==> config.mk <==
export PLATFORM = sky130hd
export DESIGN_NAME = im_loader_flat
export DESIGN_NICKNAME = d
export VERILOG_FILES = /design/src/rtl/im_loader_if.sv /design/src/rtl/im_loader.sv /design/src/flat_wrapper.sv
export SDC_FILE = /design/constraint.sdc
export NUM_CORES = 1
export LEC_CHECK = 0
export ABC_AREA = 1
export CAP_MARGIN = 10
export CORE_MARGIN = 4
export CORE_UTILIZATION = 51
export DETAILED_ROUTE_END_ITERATION = 8
export MAX_ROUTING_LAYER = met4
export PLACE_DENSITY = 0.81
export SLEW_MARGIN = 30
export SYNTH_ARGS = -nofsm -noshare
export SYNTH_HDL_FRONTEND = slang
export SYNTH_SLANG_ARGS = --single-unit
==> constraint.sdc <==
create_clock -name clk -period 2.2 [get_ports clk]
set_input_delay 0.33 -clock clk [delete_from_list [all_inputs] [get_ports clk]]
set_output_delay 0.33 -clock clk [all_outputs]
set_load 0.05 [all_outputs]
==> src/rtl/im_loader_if.sv <==
// Byte-stream handshake between a boot image source and the IM loader.
//   byte_in    : stream data byte (source -> loader)
//   byte_valid : byte_in holds a valid byte (source -> loader)
//   byte_ready : loader takes the byte this cycle (loader -> source)
// A byte moves on any rising edge where byte_valid and byte_ready are both 1.
interface im_loader_if;
    logic [7:0] byte_in;
    logic       byte_valid;
    logic       byte_ready;

    modport master (output byte_in, output byte_valid, input byte_ready);
    modport slave  (input byte_in, input byte_valid, output byte_ready);
endinterface

==> src/rtl/im_loader.sv <==
// im_loader: boot-time instruction memory writer.
// Packs a byte stream big-endian into 32-bit words and writes them to
// consecutive IM byte addresses starting at BASE_ADDR, holding the CPU until
// the requested number of words has been written.
// Ports:
//   clk, reset : clock and synchronous active-high reset
//   start, len : one-cycle request to load len words (len sampled on start)
//   bs         : byte stream (slave side of im_loader_if)
//   im_we, im_addr, im_wdata : IM write port, one strobe per word
//   cpu_hold   : 1 while loading
//   done       : load finished, held until the next accepted start
//   len_err    : requested len exceeded DEPTH and was clamped
module im_loader #(
    parameter logic [31:0] BASE_ADDR = 32'h0000_3000,
    parameter int          DEPTH     = 1024,
    parameter int          LEN_W     = 11
) (
    input  logic             clk,
    input  logic             reset,
    input  logic             start,
    input  logic [LEN_W-1:0] len,
    im_loader_if.slave       bs,
    output logic             im_we,
    output logic [31:0]      im_addr,
    output logic [31:0]      im_wdata,
    output logic             cpu_hold,
    output logic             done,
    output logic             len_err
);
    typedef enum logic [1:0] {S_IDLE, S_LOAD, S_DONE} state_t;

    localparam logic [LEN_W-1:0] DEPTH_L = LEN_W'(DEPTH);

    state_t           state_q, state_d;
    logic [LEN_W-1:0] len_q, len_d;
    logic [LEN_W-1:0] word_idx_q, word_idx_d;
    logic [1:0]       byte_cnt_q, byte_cnt_d;
    logic [31:0]      part_q, part_d;
    logic [31:0]      addr_q, addr_d;
    logic [31:0]      wdata_q, wdata_d;
    logic             we_q, we_d;
    logic             len_err_q, len_err_d;

    logic [LEN_W-1:0] len_clamped;
    logic [31:0]      word_next;
    logic             start_acc;
    logic             last_wr;
    logic             ready;
    logic             xfer;

    assign len_clamped = (len > DEPTH_L) ? DEPTH_L : len;
    assign start_acc   = start && (state_q != S_LOAD);
    // The write cycle of the final word: no further byte may be taken.
    assign last_wr     = we_q && (word_idx_q == len_q - LEN_W'(1));
    assign xfer        = ready && bs.byte_valid;
    assign word_next   = {part_q[23:0], bs.byte_in};

    // State register
    always_ff @(posedge clk) begin
        if (reset) state_q <= S_IDLE;
        else       state_q <= state_d;
    end

    // Next-state logic
    always_comb begin
        state_d = state_q;
        unique case (state_q)
            S_IDLE, S_DONE: begin
                if (start_acc) state_d = (len_clamped == '0) ? S_DONE : S_LOAD;
            end
            S_LOAD: begin
                if (last_wr) state_d = S_DONE;
            end
            default: state_d = S_IDLE;
        endcase
    end

    // Output logic
    always_comb begin
        ready    = 1'b0;
        cpu_hold = 1'b0;
        done     = 1'b0;
        unique case (state_q)
            S_LOAD: begin
                ready    = !last_wr;
                cpu_hold = 1'b1;
            end
            S_DONE:  done = 1'b1;
            default: ;
        endcase
    end

    assign bs.byte_ready = ready;

    // Datapath next state: byte packing, word index and write port
    always_comb begin
        len_d      = len_q;
        len_err_d  = len_err_q;
        word_idx_d = word_idx_q;
        byte_cnt_d = byte_cnt_q;
        part_d     = part_q;
        addr_d     = addr_q;
        wdata_d    = wdata_q;
        we_d       = 1'b0;
        if (start_acc) begin
            len_d      = len_clamped;
            len_err_d  = (len > DEPTH_L);
            word_idx_d = '0;
            byte_cnt_d = '0;
            part_d     = '0;
        end else begin
            // word_idx_q still names the word being written during the
            // write cycle; it advances afterwards.
            if (we_q) word_idx_d = word_idx_q + LEN_W'(1);
            if (xfer) begin
                part_d     = word_next;
                byte_cnt_d = byte_cnt_q + 2'd1;
                if (byte_cnt_q == 2'd3 && word_idx_q < DEPTH_L) begin
                    we_d    = 1'b1;
                    addr_d  = BASE_ADDR + {{(30-LEN_W){1'b0}}, word_idx_q, 2'b00};
                    wdata_d = word_next;
                end
            end
        end
    end

    always_ff @(posedge clk) begin
        if (reset) begin
            len_q      <= '0;
            len_err_q  <= 1'b0;
            word_idx_q <= '0;
            byte_cnt_q <= '0;
            part_q     <= '0;
            addr_q     <= BASE_ADDR;
            wdata_q    <= '0;
            we_q       <= 1'b0;
        end else begin
            len_q      <= len_d;
            len_err_q  <= len_err_d;
            word_idx_q <= word_idx_d;
            byte_cnt_q <= byte_cnt_d;
            part_q     <= part_d;
            addr_q     <= addr_d;
            wdata_q    <= wdata_d;
            we_q       <= we_d;
        end
    end

    assign im_we    = we_q;
    assign im_addr  = addr_q;
    assign im_wdata = wdata_q;
    assign len_err  = len_err_q;
endmodule

==> src/flat_wrapper.sv <==
// flat-port wrapper written by rule: the top's interface ports become plain ports
module im_loader_flat 
#(
    parameter logic [31:0] BASE_ADDR = 32'h0000_3000,
    parameter int          DEPTH     = 1024,
    parameter int          LEN_W     = 11
)
  (clk, reset, start, len, im_we, im_addr, im_wdata, cpu_hold, done, len_err, bs_byte_in, bs_byte_valid, bs_byte_ready);
  im_loader_if bs_i ();
  input  logic clk;
  input  logic reset;
  input  logic start;
  input  logic [LEN_W-1:0] len;
  output logic im_we;
  output logic [31:0] im_addr;
  output logic [31:0] im_wdata;
  output logic cpu_hold;
  output logic done;
  output logic len_err;
  input wire logic [$bits(bs_i.byte_in)-1:0] bs_byte_in;
  input wire logic [$bits(bs_i.byte_valid)-1:0] bs_byte_valid;
  output wire logic [$bits(bs_i.byte_ready)-1:0] bs_byte_ready;
  assign bs_i.byte_in = bs_byte_in;
  assign bs_i.byte_valid = bs_byte_valid;
  assign bs_byte_ready = bs_i.byte_ready;
  im_loader #(.BASE_ADDR(BASE_ADDR), .DEPTH(DEPTH), .LEN_W(LEN_W)) u_core (.clk(clk), .reset(reset), .start(start), .len(len), .bs(bs_i), .im_we(im_we), .im_addr(im_addr), .im_wdata(im_wdata), .cpu_hold(cpu_hold), .done(done), .len_err(len_err));
endmodule
==> results by stage <==
Layout:
- The library cells used most frequently in the layout, excluding fill and tap cells, are nand2_1 (164), dfxtp_1 (94), nand3_1 (75).
- The final antenna diode count is 0.
- The footprint of the flip-flops and latches is 1924 um^2.
- The area of the multi-input gates is 1952 um^2.
- In the final layout, the share of cells above drive strength 1 is 0.1190.
- In the final design database the tool counted 710 nets.
- The number of inserted filler cells in the final layout is 637.
- The finished layout holds 794 standard cells, fillers aside.
- The most common library cell in the layout ignoring fill and taps is nand2_1.
- The layout-stage area growth over the synthesis result is 31.77%.

Pwr:
- The completed layout was analyzed and its total power is 3.486 mW.
- Across the VDD grid, the largest voltage drop is 0.6712 mV.
- The leakage power is 2.469 nW.
- The total power density per cell area is 622.0 nW/um^2.

Critical path:
- Walking the worst path, the cells encountered are inv_2 -> ha_4 -> xor2_1 -> nand2_1 -> nor2_1 -> nand4_1 -> nor2_2 -> nand3_4 -> nand2_4 -> inv_4 -> buf_12.
- STA classifies the critical path startpoint as a flop.
- The slowest stage of the critical path belongs to the cell dfxtp_2.
- Among cell families on the critical path, the largest total delay comes from simple AND/OR/NAND/NOR gates.
- The maximum fanout encountered on the critical timing path is 2.
- The required arrival time at the worst endpoint is 1870 ps.
- At the worst endpoint, the arrival time is 2000 ps.
- The biggest cell delay along the critical path is 350 ps.
- The kind of critical path is reg -> out.
- In this run the register-to-register setup slack is -10 ps.
- The nature of the critical path endpoint is an output pin.
- Together, buffers and inverters on the worst path number 3.

Floorplanning:
- Row generation in the floorplan step produced 33 rows.
- The die covers 9863 um^2.
- The effective utilization at floorplan is 0.5202.
- The floorplan step set the die height to 99.32 um.
- The chip width is 99.32 um.
- The placeable core area is 8175 um^2.
- Pin placement for this block handled 92 I/O pins.

Timing:
- The aggregate negative setup slack is -140.6 ps.
- At the pin with the least slew margin, the transition time is 535.8 ps.
- Headroom to the max-slew limit came out at 0.6417.
- Setup repair after global routing could not meet its margin everywhere.
- The setup violation total in the final timing report is 2.
- The number of endpoints with negative hold slack in the final report was 0.
- On the final layout, the worst hold slack is 470.6 ps.
- The count of final max-slew check failures is 0.
- The slack of the critical path is -132.4 ps.
- The shortest clock period the worst path allows after layout is 2332 ps.
- The period utilization is 1.060.
- Based on the critical path, the design can be clocked at up to 428.7 MHz.
- The post-route clock skew is 15.33 ps.

Hold path:
- The worst hold path belongs to the class reg -> reg.

Clock network:
- The later pin in the worst-skew pair is clocked with a latency of 360 ps.
- The H-tree was split into 3 levels.
- The cell chosen for the clock root is clkbuf_8.
- The buffer depth of the longest clock path is 2.
- The clock input transition at the sequential cells of the worst setup and hold paths is 100 ps.
- The number of buffers created by CTS is 9.
- The clock tree from TritonCTS is yes.
- The clock net in this run drives a total of 96 sinks.

Synthesis:
- The post-synthesis instance total is 593.
- For this run, the register share of the synthesized area comes to 0.4519.
- The total standard cell area after synthesis is 4253 um^2.
- In this run, distinct cell masters in the synthesized netlist total 34.
- The total of warnings raised by yosys is 0.
- The flip-flop and latch count after synthesis is 96.
- Each instance of the synthesized netlist takes up on average 7.172 um^2.

Placed design:
- After legalization and detailed placement, the total HPWL measured 7189 um.
- The count of port buffers added during placement is 72.
- At the placement stage, the worst setup path has a slack of 21.53 ps.
- The placed cell count is 757.
- At the end of routability-driven placement, the weighted congestion stood at 0.8283.

Drt:
- Dividing the detail-routed via count by the number of cells gives 5.079.
- In the routed design, unresolved DRC markers number 0.
- In the final routed layout, each cell accounts on average for 13.81 um.
- The via count is 4033.
- The number of design-rule violations left by the first detailed-router iteration is 225.
- The total iterations of the first detailed-routing run is 4.
- The routed design has 10960 um of wire.
- The number of nets with antenna violations after detailed routing is 0.

GRT:
- The first global-routing pass estimated 16750 um of wire.
- The number of antenna violations at the first check in global routing is 0.
- The pin count of the biggest net entering global routing is 52.
- The number of global-route vias before repair is 3715.
- The remaining global-route overflow is 0.
- The global-route total usage across every layer is 0.2120.

Outcome:
- The final reports fail on negative setup slack.
- The flow ran to the end, but the final reports show violations.

Flow run:
- Max-cap violations in this run came to 0.
==> cell families after synthesis <==
| logic type | count (synthesis) | share of synthesized area |
|---|---|---|
| compound gates | 56 | 0.06973 |
| xor+xnor | 5 | 0.01030 |
| fa+ha+maj | 3 | 0.008827 |
| buf+inv | 101 | 0.1177 |
| flops | 96 | 0.4519 |
| other cells | 1 | 0.0008818 |
| simple gates | 331 | 0.3407 |
==> what timing repair did <==
item / CTS / global route
setup endpoints to repair: 4 / 71
setup buffers: 6 / 8
gates resized for setup: 11 / 13
hold buffers: 0 / 0
pin swaps: 7 / 11
cloned: 1 / 6
endpoints found under the hold margin: 0 / 0
==> power by group <==
group / internal, mW / switching, mW / total (mW) / leakage, nW
clock: 0.608 / 0.653 / 1.26 / 0.113
sequential: 1.76 / 0.0173 / 1.77 / 0.776
combinational: 0.155 / 0.297 / 0.452 / 1.58
==> worst register-to-register path: cells and delay by family (launching register included) <==
family	cells	cell delay, ps
buf+inv	4	510
simple gates	9	850
fa+ha+maj	1	250
flops	1	350
xor+xnor	1	140
==> cells in the mapped netlist <==
master | number | area (um^2)
nand2_1 | 167 | 626.9
clkbuf_1 | 8 | 30.03
ha_1 | 3 | 37.54
o21bai_1 | 2 | 15.01
nand4_1 | 3 | 18.77
nor3_1 | 5 | 25.02
nor3b_1 | 1 | 7.510
nand4_4 | 1 | 21.27
dfxtp_1 | 96 | 1922
buf_6 | 1 | 11.26
nand3_1 | 75 | 375.4
nor4_1 | 1 | 6.260
o21ai_0 | 12 | 60.06
nor2_2 | 5 | 31.28
nand3_2 | 2 | 20.02
nor2_1 | 64 | 240.2
buf_4 | 29 | 217.7
o21ai_2 | 1 | 8.760
o22ai_1 | 3 | 18.77
a21oi_1 | 36 | 180.2
clkinv_1 | 1 | 3.750
buf_2 | 4 | 20.02
xnor2_1 | 2 | 17.52
nand3_4 | 1 | 17.52
a31oi_1 | 1 | 6.260
a211oi_1 | 1 | 7.510
conb_1 | 1 | 3.750
nand3b_1 | 1 | 7.510
nor2_4 | 4 | 45.04
or2_2 | 1 | 6.260
inv_1 | 54 | 202.7
buf_1 | 3 | 11.26
xor2_1 | 3 | 26.28
inv_2 | 1 | 3.750
==> path summary, 6_finish.rpt <==
kind,startpoint,end,cells past startpoint
setup reg to reg,u_core.len_q[0],u_core.im_wdata[10],15
hold / removal,u_core.im_addr[14],u_core.im_addr[14],2
hold reg to reg,u_core.im_addr[14],u_core.im_addr[14],2
setup / recovery,u_core.len_q[0],bs_byte_ready,11
==> layout make-up <==
| class | count | area share |
|---|---|---|
| multi-input combinational | 415 | 0.3483 |
| sequential | 96 | 0.3434 |
| timing repair buffer | 106 | 0.2070 |
| inverter | 56 | 0.03795 |
| clock buffer | 11 | 0.02701 |
| tap | 105 | 0.02344 |
| clock inverter | 5 | 0.01295 |
==> layer usage <==
layer  vias up  track usage  routed length (um)
met5         -            -                   0
met4         0      0.06197                 166
met3        19      0.04208                 539
met2       120       0.3729                5727
met1      1881       0.2443                4530
li1       2013            -                   -
==> sequential cells by signal, summed over array words and instances, names as in the netlist <==
name and count:
u_core.state_q 2, u_core.len_err 1, u_core.part_q 24, u_core.im_wdata 32
u_core.im_addr 12, u_core.byte_cnt_q 2, u_core.im_we 1, u_core.len_q 11
u_core.word_idx_q 11
==> per-stage QoR <==
step / area [um^2] / util
2_1_floorplan: 4320 / -
3_3_place_gp: 5045 / 0.6171
3_5_place_dp: 5045 / 0.6171
4_1_cts: 5353 / 0.6547
5_1_grt: 5604 / 0.6855
6_report: 5604 / 0.6855
No activity file was read; power rests on OpenSTA's default activity.
==> variant 1, RTL diff (same flow settings) <==
Reset style: asynchronous (`reset`), changed in 2 clocked blocks. Comments in the files are not updated.
--- a/src/rtl/im_loader.sv
+++ b/src/rtl/im_loader.sv
@@ -56,7 +56,7 @@
     assign word_next   = {part_q[23:0], bs.byte_in};
 
     // State register
-    always_ff @(posedge clk) begin
+    always_ff @(posedge clk or posedge reset) begin
         if (reset) state_q <= S_IDLE;
         else       state_q <= state_d;
     end
@@ -124,7 +124,7 @@
         end
     end
 
-    always_ff @(posedge clk) begin
+    always_ff @(posedge clk or posedge reset) begin
         if (reset) begin
             len_q      <= '0;
             len_err_q  <= 1'b0;
Formal check against the unedited RTL: differs if reset is asserted again (counterexample within 4 cycles, from zero or initial values and one cycle with reset high); with reset held inactive, the same outputs for 4 cycles.
==> variant 1 against the original RTL <==
The run still ends with negative setup slack left. Highest routed layer unchanged. First-iteration DRC count is 11% lower. Count of clock-buffer cells in the layout is 2 lower. Synthesized area is 14% higher. Wire length is 1.1% lower. Clock skew is 0.0056 ns higher. Sequential cell count stayed put. Non-clock buffer count is 10 lower. Critical path depth stayed put. Die area is 13% higher. Final area is 5.5% higher. Fmax is 0.89% higher. Critical endpoint unchanged. Worst setup slack better by 0.021 ns.
Power is not compared: it rests on default switching activity, and its combinational part moved more than twofold at a synthesized area within 25%.
==> variant 1: results (changes against the original RTL) <==
NUM_VIAS=4082  # +1.2%
YOSYS.CELL_TYPES.COUNT=39  # +15%
FIRST_PASS_ITERS=6  # +2
PLACE.GP.CONGESTION=0.8638  # +4.3%
REG2REG_TO='u_core.im_wdata[29]'
RUN_STATUS='complete, but fails checks'
DRT-WIRELENGTH-PER-CELL_UM=13.77  # -0.25%
FINAL_CRITICAL_PATH_SETUP_SLACK_NS=-0.1119  # +0.02055 ns
HOLDCRITPATHCLASS='input port to async pin'
GRT_PASS1_WL_UM=18550  # +11%
WORST_EP_ARRIVAL_TIME_NS=1.98  # -0.02 ns
REG2REG_SLACK_NS=0.15  # +0.16 ns
SYNTHARSTFLOPSHARE_PCT=100.0  # +100 points
VIAS_IN_THE_FIRST_GLOBAL_ROUTE=3881  # +4.5%
SYNTH-SEQ-AREA-SHARE_PCT=49.54  # +4.3 points
DETAILEDPLACEMENTHPWL_UM=7285  # +1.3%
R2R_CELLS=16  # +1
TIMING.CLOCK.SKEW_NS=0.02098  # +0.005649 ns
GLOBALROUTETOTALUTIL_PCT=20.87  # -0.32 points
PLACE_WORST_SETUP_SLACK_NS=0.03106  # +0.009528 ns
SETUP-TNS-FINAL_NS=-0.1119  # +0.02871 ns
FILL_CELLS=789  # +24%
REG2REG_FROM='u_core.len_q[0]'
NETLIST_TOP_CELLS_COUNT='nand2_1 (181), dfrtp_1 (95), inv_1 (51), nand4_1 (44), nand3_1 (32)'
SYNTH_TOP_CELLS_BY_AREA='dfrtp_1 (49%), nand2_1 (14%), nand4_1 (5.7%)'
INITIALDRTVIOLATIONCOUNT=201  # -11%
FINAL_NETS=679  # -4.4%
DRIVE_GT1_SHARE_PCT=13.07  # +1.2 points
FAILED_CHECKS='negative setup slack'
CLOCK_LATENCY_NS=0.39  # +0.03 ns
CRITPATHLAUNCH='u_core.len_q[1]'
YS_DOMINANT_REG_CELL='dfrtp_1'
HIGHEST_FANOUT_SEEN_ON_THE_CRITICAL_PATH=5  # +3
REPORT.FINAL.SETUP_VIOL=1  # -1
-- variant 1: cell types whose count changed after synthesis, sizes merged, moves of 2 or more --
cell / before / now
o22ai: 3 / 0
nand3: 78 / 36
nand3b: 1 / 3
dfrtp: 0 / 95
o21ai: 13 / 31
inv: 55 / 53
o21bai: 2 / 0
a21oi: 36 / 8
nand2: 167 / 192
xnor2: 2 / 6
dfxtp: 96 / 0
buf: 37 / 41
nor2: 73 / 38
nand4: 4 / 45
-- variant 1: cell type report --
cell class | count | area [um2] | share of cell area, %
Sequential cell | 96 | 2406 | 40.70
Multi-Input combinational cell | 396 | 1974 | 33.40
Timing Repair Buffer | 96 | 960.9 | 16.25
Inverter | 54 | 206.4 | 3.492
Tap cell | 129 | 161.4 | 2.730
Clock buffer | 9 | 123.9 | 2.095
Clock inverter | 7 | 78.83 | 1.333
-- variant 1: kinds of logic (layout without fill, tap and decap cells) --
kind of cell               Yosys count  count (layout)  share of synthesized area, %
and+or+nand+nor                    322             322                         31.28
buffers and inverters              104             166                         11.89
DFF                                 96              96                         49.54
AOI/OAI and AO/OA                   44              44                         5.003
xor gates and xnor gates             8               8                         1.444
adders and majority gates            3               3                        0.7737
other                                1              19                       0.07729
-- variant 1: critical path, stage by stage (launching register included) --
cell     delay [ns]
dfrtp_1        0.40
inv_2          0.09
ha_4           0.17
inv_1          0.05
nand2_1        0.06
nand2_1        0.07
xor2_1         0.19
nor2_2         0.06
nand3_2        0.08
nor2_4         0.05
a21oi_4        0.23
buf_12         0.17
-- variant 1: routing by layer --
metal / GRT usage [%] / part of all wire, % / wire length [um] / vias up
met5: - / 0 / 0 / -
met1: 27.66 / 46 / 4979 / 1952
met4: 5.365 / 1.3 / 137 / 0
met3: 4.532 / 5.8 / 632 / 15
met2: 32.97 / 47 / 5090 / 129
li1: - / - / - / 1986
-- variant 1: power breakdown --
part / leakage (nW) / switching [mW] / internal, mW
Sequential: 1.28 / 0.357 / 2.28
Clock: 0.0950 / 0.705 / 0.447
Combinational: 1.59 / 2.70 / 1.40
-- variant 1: timing repair --
item / in CTS / in global routing
setup endpoints to repair: 1 / 49
buffers inserted: 3 / 5
pin swaps: 3 / 7
gates resized for setup: 6 / 8
-- variant 1: through the flow --
step | instance area (um2) | hold slack (ns) | cells | total power [mW]
6_report | 5912 | 0.4518 | 787 | 7.885
5_1_grt | 5912 | 0.4961 | 787 | 8.364
4_1_cts | 5854 | 0.4685 | 782 | 7.801
3_5_place_dp | 5609 | 0.4520 | 763 | 6.567
3_3_place_gp | 5609 | 0.4474 | 763 | 6.476
2_1_floorplan | 4926 | 0.4677 | 596 | 5.480
==> variant 2, RTL diff (same settings) <==
Made on the original files. `LEN_W` is set to 11 in 2 places; all go to 15.
--- a/src/rtl/im_loader.sv
+++ b/src/rtl/im_loader.sv
@@ -13,7 +13,7 @@
 module im_loader #(
     parameter logic [31:0] BASE_ADDR = 32'h0000_3000,
     parameter int          DEPTH     = 1024,
-    parameter int          LEN_W     = 11
+    parameter int          LEN_W     = 15
 ) (
     input  logic             clk,
     input  logic             reset,
--- a/src/flat_wrapper.sv
+++ b/src/flat_wrapper.sv
@@ -3,7 +3,7 @@
 #(
     parameter logic [31:0] BASE_ADDR = 32'h0000_3000,
     parameter int          DEPTH     = 1024,
-    parameter int          LEN_W     = 11
+    parameter int          LEN_W     = 15
 )
   (clk, reset, start, len, im_we, im_addr, im_wdata, cpu_hold, done, len_err, bs_byte_in, bs_byte_valid, bs_byte_ready);
   im_loader_if bs_i ();
Interface: changed (resized len); port bits go from 92 to 96. The function was not compared with the original's and may differ.
==> variant 2 against the original RTL <==
The flow still finishes with violations (negative setup slack). Total power increased by 3.8%. Clock skew is 0.0034 ns higher. Wire length grew 14%. First-iteration DRC count up 10%. Worst setup slack lost 0.039 ns. Sequential cell count rose by 12. Final area grew 12%. Synthesized area rose by 15%. Critical endpoint unchanged.
==> variant 2: results (changes against the original RTL) <==
WL_MET1_UM=5503  # +21%
FIRST_PASS_ITERS=5  # +1
CLOCK_LATENCY_NS=0.38  # +0.02 ns
GRT_PASS1_WL_UM=19410  # +16%
MAX-VDD-IR-DROP_mV=0.3455  # -49%
SYNTH-SEQ-AREA-SHARE_PCT=44.22  # -0.97 points
FINAL_NETS=795  # +12%
P_SWITCHING_mW=1.051  # +8.7%
GLOBALROUTETOTALUTIL_PCT=21.34  # +0.14 points
INTERNAL_POWER_mW=2.568  # +2.0%
ROUTED-WL-MET2_UM=6053  # +5.7%
HIGHEST_SIGNAL_LAYER_IN_THE_ROUTED_DESIGN='met4'
HIGHEST_FANOUT_SEEN_ON_THE_CRITICAL_PATH=5  # +3
PIN_COUNT_OF_THE_BIGGEST_NET_ENTERING_GLOBAL_ROUTING=48  # -7.7%
YOSYS.CELL_TYPES.COUNT=39  # +15%
P_LEAK_nW=2.742  # +11%
DETAILROUTE.WIRELENGTH.MET3_UM=752  # +40%
SYNTH_TOP_CELLS_BY_AREA='dfxtp_1 (44%), nand2_1 (14%), nand3_1 (6.6%)'
VIAS_IN_THE_FIRST_GLOBAL_ROUTE=4255  # +15%
REPORT.FINAL.SETUP_VIOL=42  # +40
DETAILEDPLACEMENTHPWL_UM=8186  # +14%
INITIALDRTVIOLATIONCOUNT=248  # +10%
PLACE.GP.CONGESTION=0.8631  # +4.2%
DRIVE_GT1_SHARE_PCT=12.24  # +0.34 points
NUMPORTBUFFERS=79  # +9.7%
CTS_ROOT_BUF='clkbuf_8'
RUN_STATUS='complete, but fails checks'
WORST_EP_ARRIVAL_TIME_NS=2.04  # +0.04 ns
HOLDCRITPATHCLASS='flop to flop'
NETLIST_TOP_CELLS_COUNT='nand2_1 (181), dfxtp_1 (108), nor2_1 (84), nand3_1 (64), inv_1 (61)'
TIMING.CLOCK.SKEW_NS=0.01870  # +0.003367 ns
FINAL_CRITICAL_PATH_SETUP_SLACK_NS=-0.1714  # -0.03895 ns
FAILED_CHECKS='negative setup slack'
CTS_MAX_PATH_BUFFERS=2  # unchanged
TIGHTESTPINTRANSITION_NS=0.6020  # +0.06619 ns
NUM_VIAS=4558  # +13%
DRT-WIRELENGTH-PER-CELL_UM=13.90  # +0.66%
SETUP-TNS-FINAL_NS=-1.614  # -1.473 ns
R2R_CELLS=18  # +3
==> variant 2: changes by cell type in the layout (fill, tap and decap cells not counted), sizes merged, moves of 4 or more <==
cell           delta
nand3            -11
nand2            +15
nand3b            +5
nor2             +20
inv              +13
clkdlybuf4s50     +6
xnor2            +11
a21oi             +4
dfxtp            +12
==> variant 2: layout make-up <==
cell class / count / area, um2
clock buffers: 9 / 123.9
clock inverters: 7 / 88.84
fillers: 771 / 2997
inverters: 66 / 252.7
multi-input cells: 466 / 2321
flip-flops and latches: 108 / 2167
well taps: 129 / 161.4
repair buffers: 112 / 1172
==> variant 2: worst paths after layout <==
kind,from,endpoint,slack [ns]
worst max-delay path,u_core.len_q[1],bs_byte_ready,-0.17
worst min-delay path,u_core.im_addr[15],u_core.im_addr[15],0.46
worst max register to register,u_core.len_q[1],u_core.im_wdata[8],-0.07
worst min register to register,u_core.im_addr[15],u_core.im_addr[15],0.46
==> variant 2: worst max-delay path, cell delays in order, from the launching register on <==
cell,delay (ns)
dfxtp_2,0.34
inv_2,0.07
ha_4,0.15
nand3_4,0.13
nor2_4,0.16
nand2_1,0.08
nand2_2,0.08
nor2_2,0.05
nor3_4,0.22
nand3_4,0.12
nand2_4,0.10
inv_6,0.04
buf_12,0.14
==> variant 2: logic make-up (layout without fill, tap and decap cells) <==
logic type	Yosys count	after routing	synth area share [%]
compound gates	61	61	6.858
flops	108	108	44.22
other cells	1	16	0.07669
xor+xnor	17	17	3.352
simple gates	366	367	33.06
buf+inv	109	194	11.16
fa+ha+maj	5	5	1.279
==> variant 2: metrics by stage <==
stage / area, um2 / hold WS, ns / worst slack (ns) / utilization [%] / std cells
2_1_floorplan: 4946 / 0.4316 / 0.02623 / - / 682
3_3_place_gp: 5761 / 0.4304 / 0.03587 / 62.05 / 864
3_5_place_dp: 5761 / 0.4418 / -0.07815 / 62.05 / 864
4_1_cts: 6091 / 0.4628 / -0.1544 / 65.61 / 888
5_1_grt: 6287 / 0.4841 / -0.2899 / 67.72 / 897
6_report: 6287 / 0.4626 / -0.1714 / 67.72 / 897
==> variant 2: power groups by stage <==
stage	clock network (mW)	logic, mW	registers (mW)
6_report	1.25	0.391	1.98
5_1_grt	1.35	0.421	1.98
4_1_cts	1.25	0.385	1.98
3_5_place_dp	0	0.368	2.02
3_3_place_gp	0	0.361	2.02
2_1_floorplan	0	0.262	2.03
==> variant 2: what timing repair did <==
action                                  CTS  global route
pin swaps                                12             4
buffers inserted                          7             5
endpoints found under the setup margin   27            79
resized for setup                        17            19
cloned                                    1             4
==> variant 2: metal layers <==
layer	vias to the layer above	track usage (%)
met2	166	34.97
met3	10	4.068
met5	-	-
li1	2275	-
met1	2107	27.23
met4	0	5.735
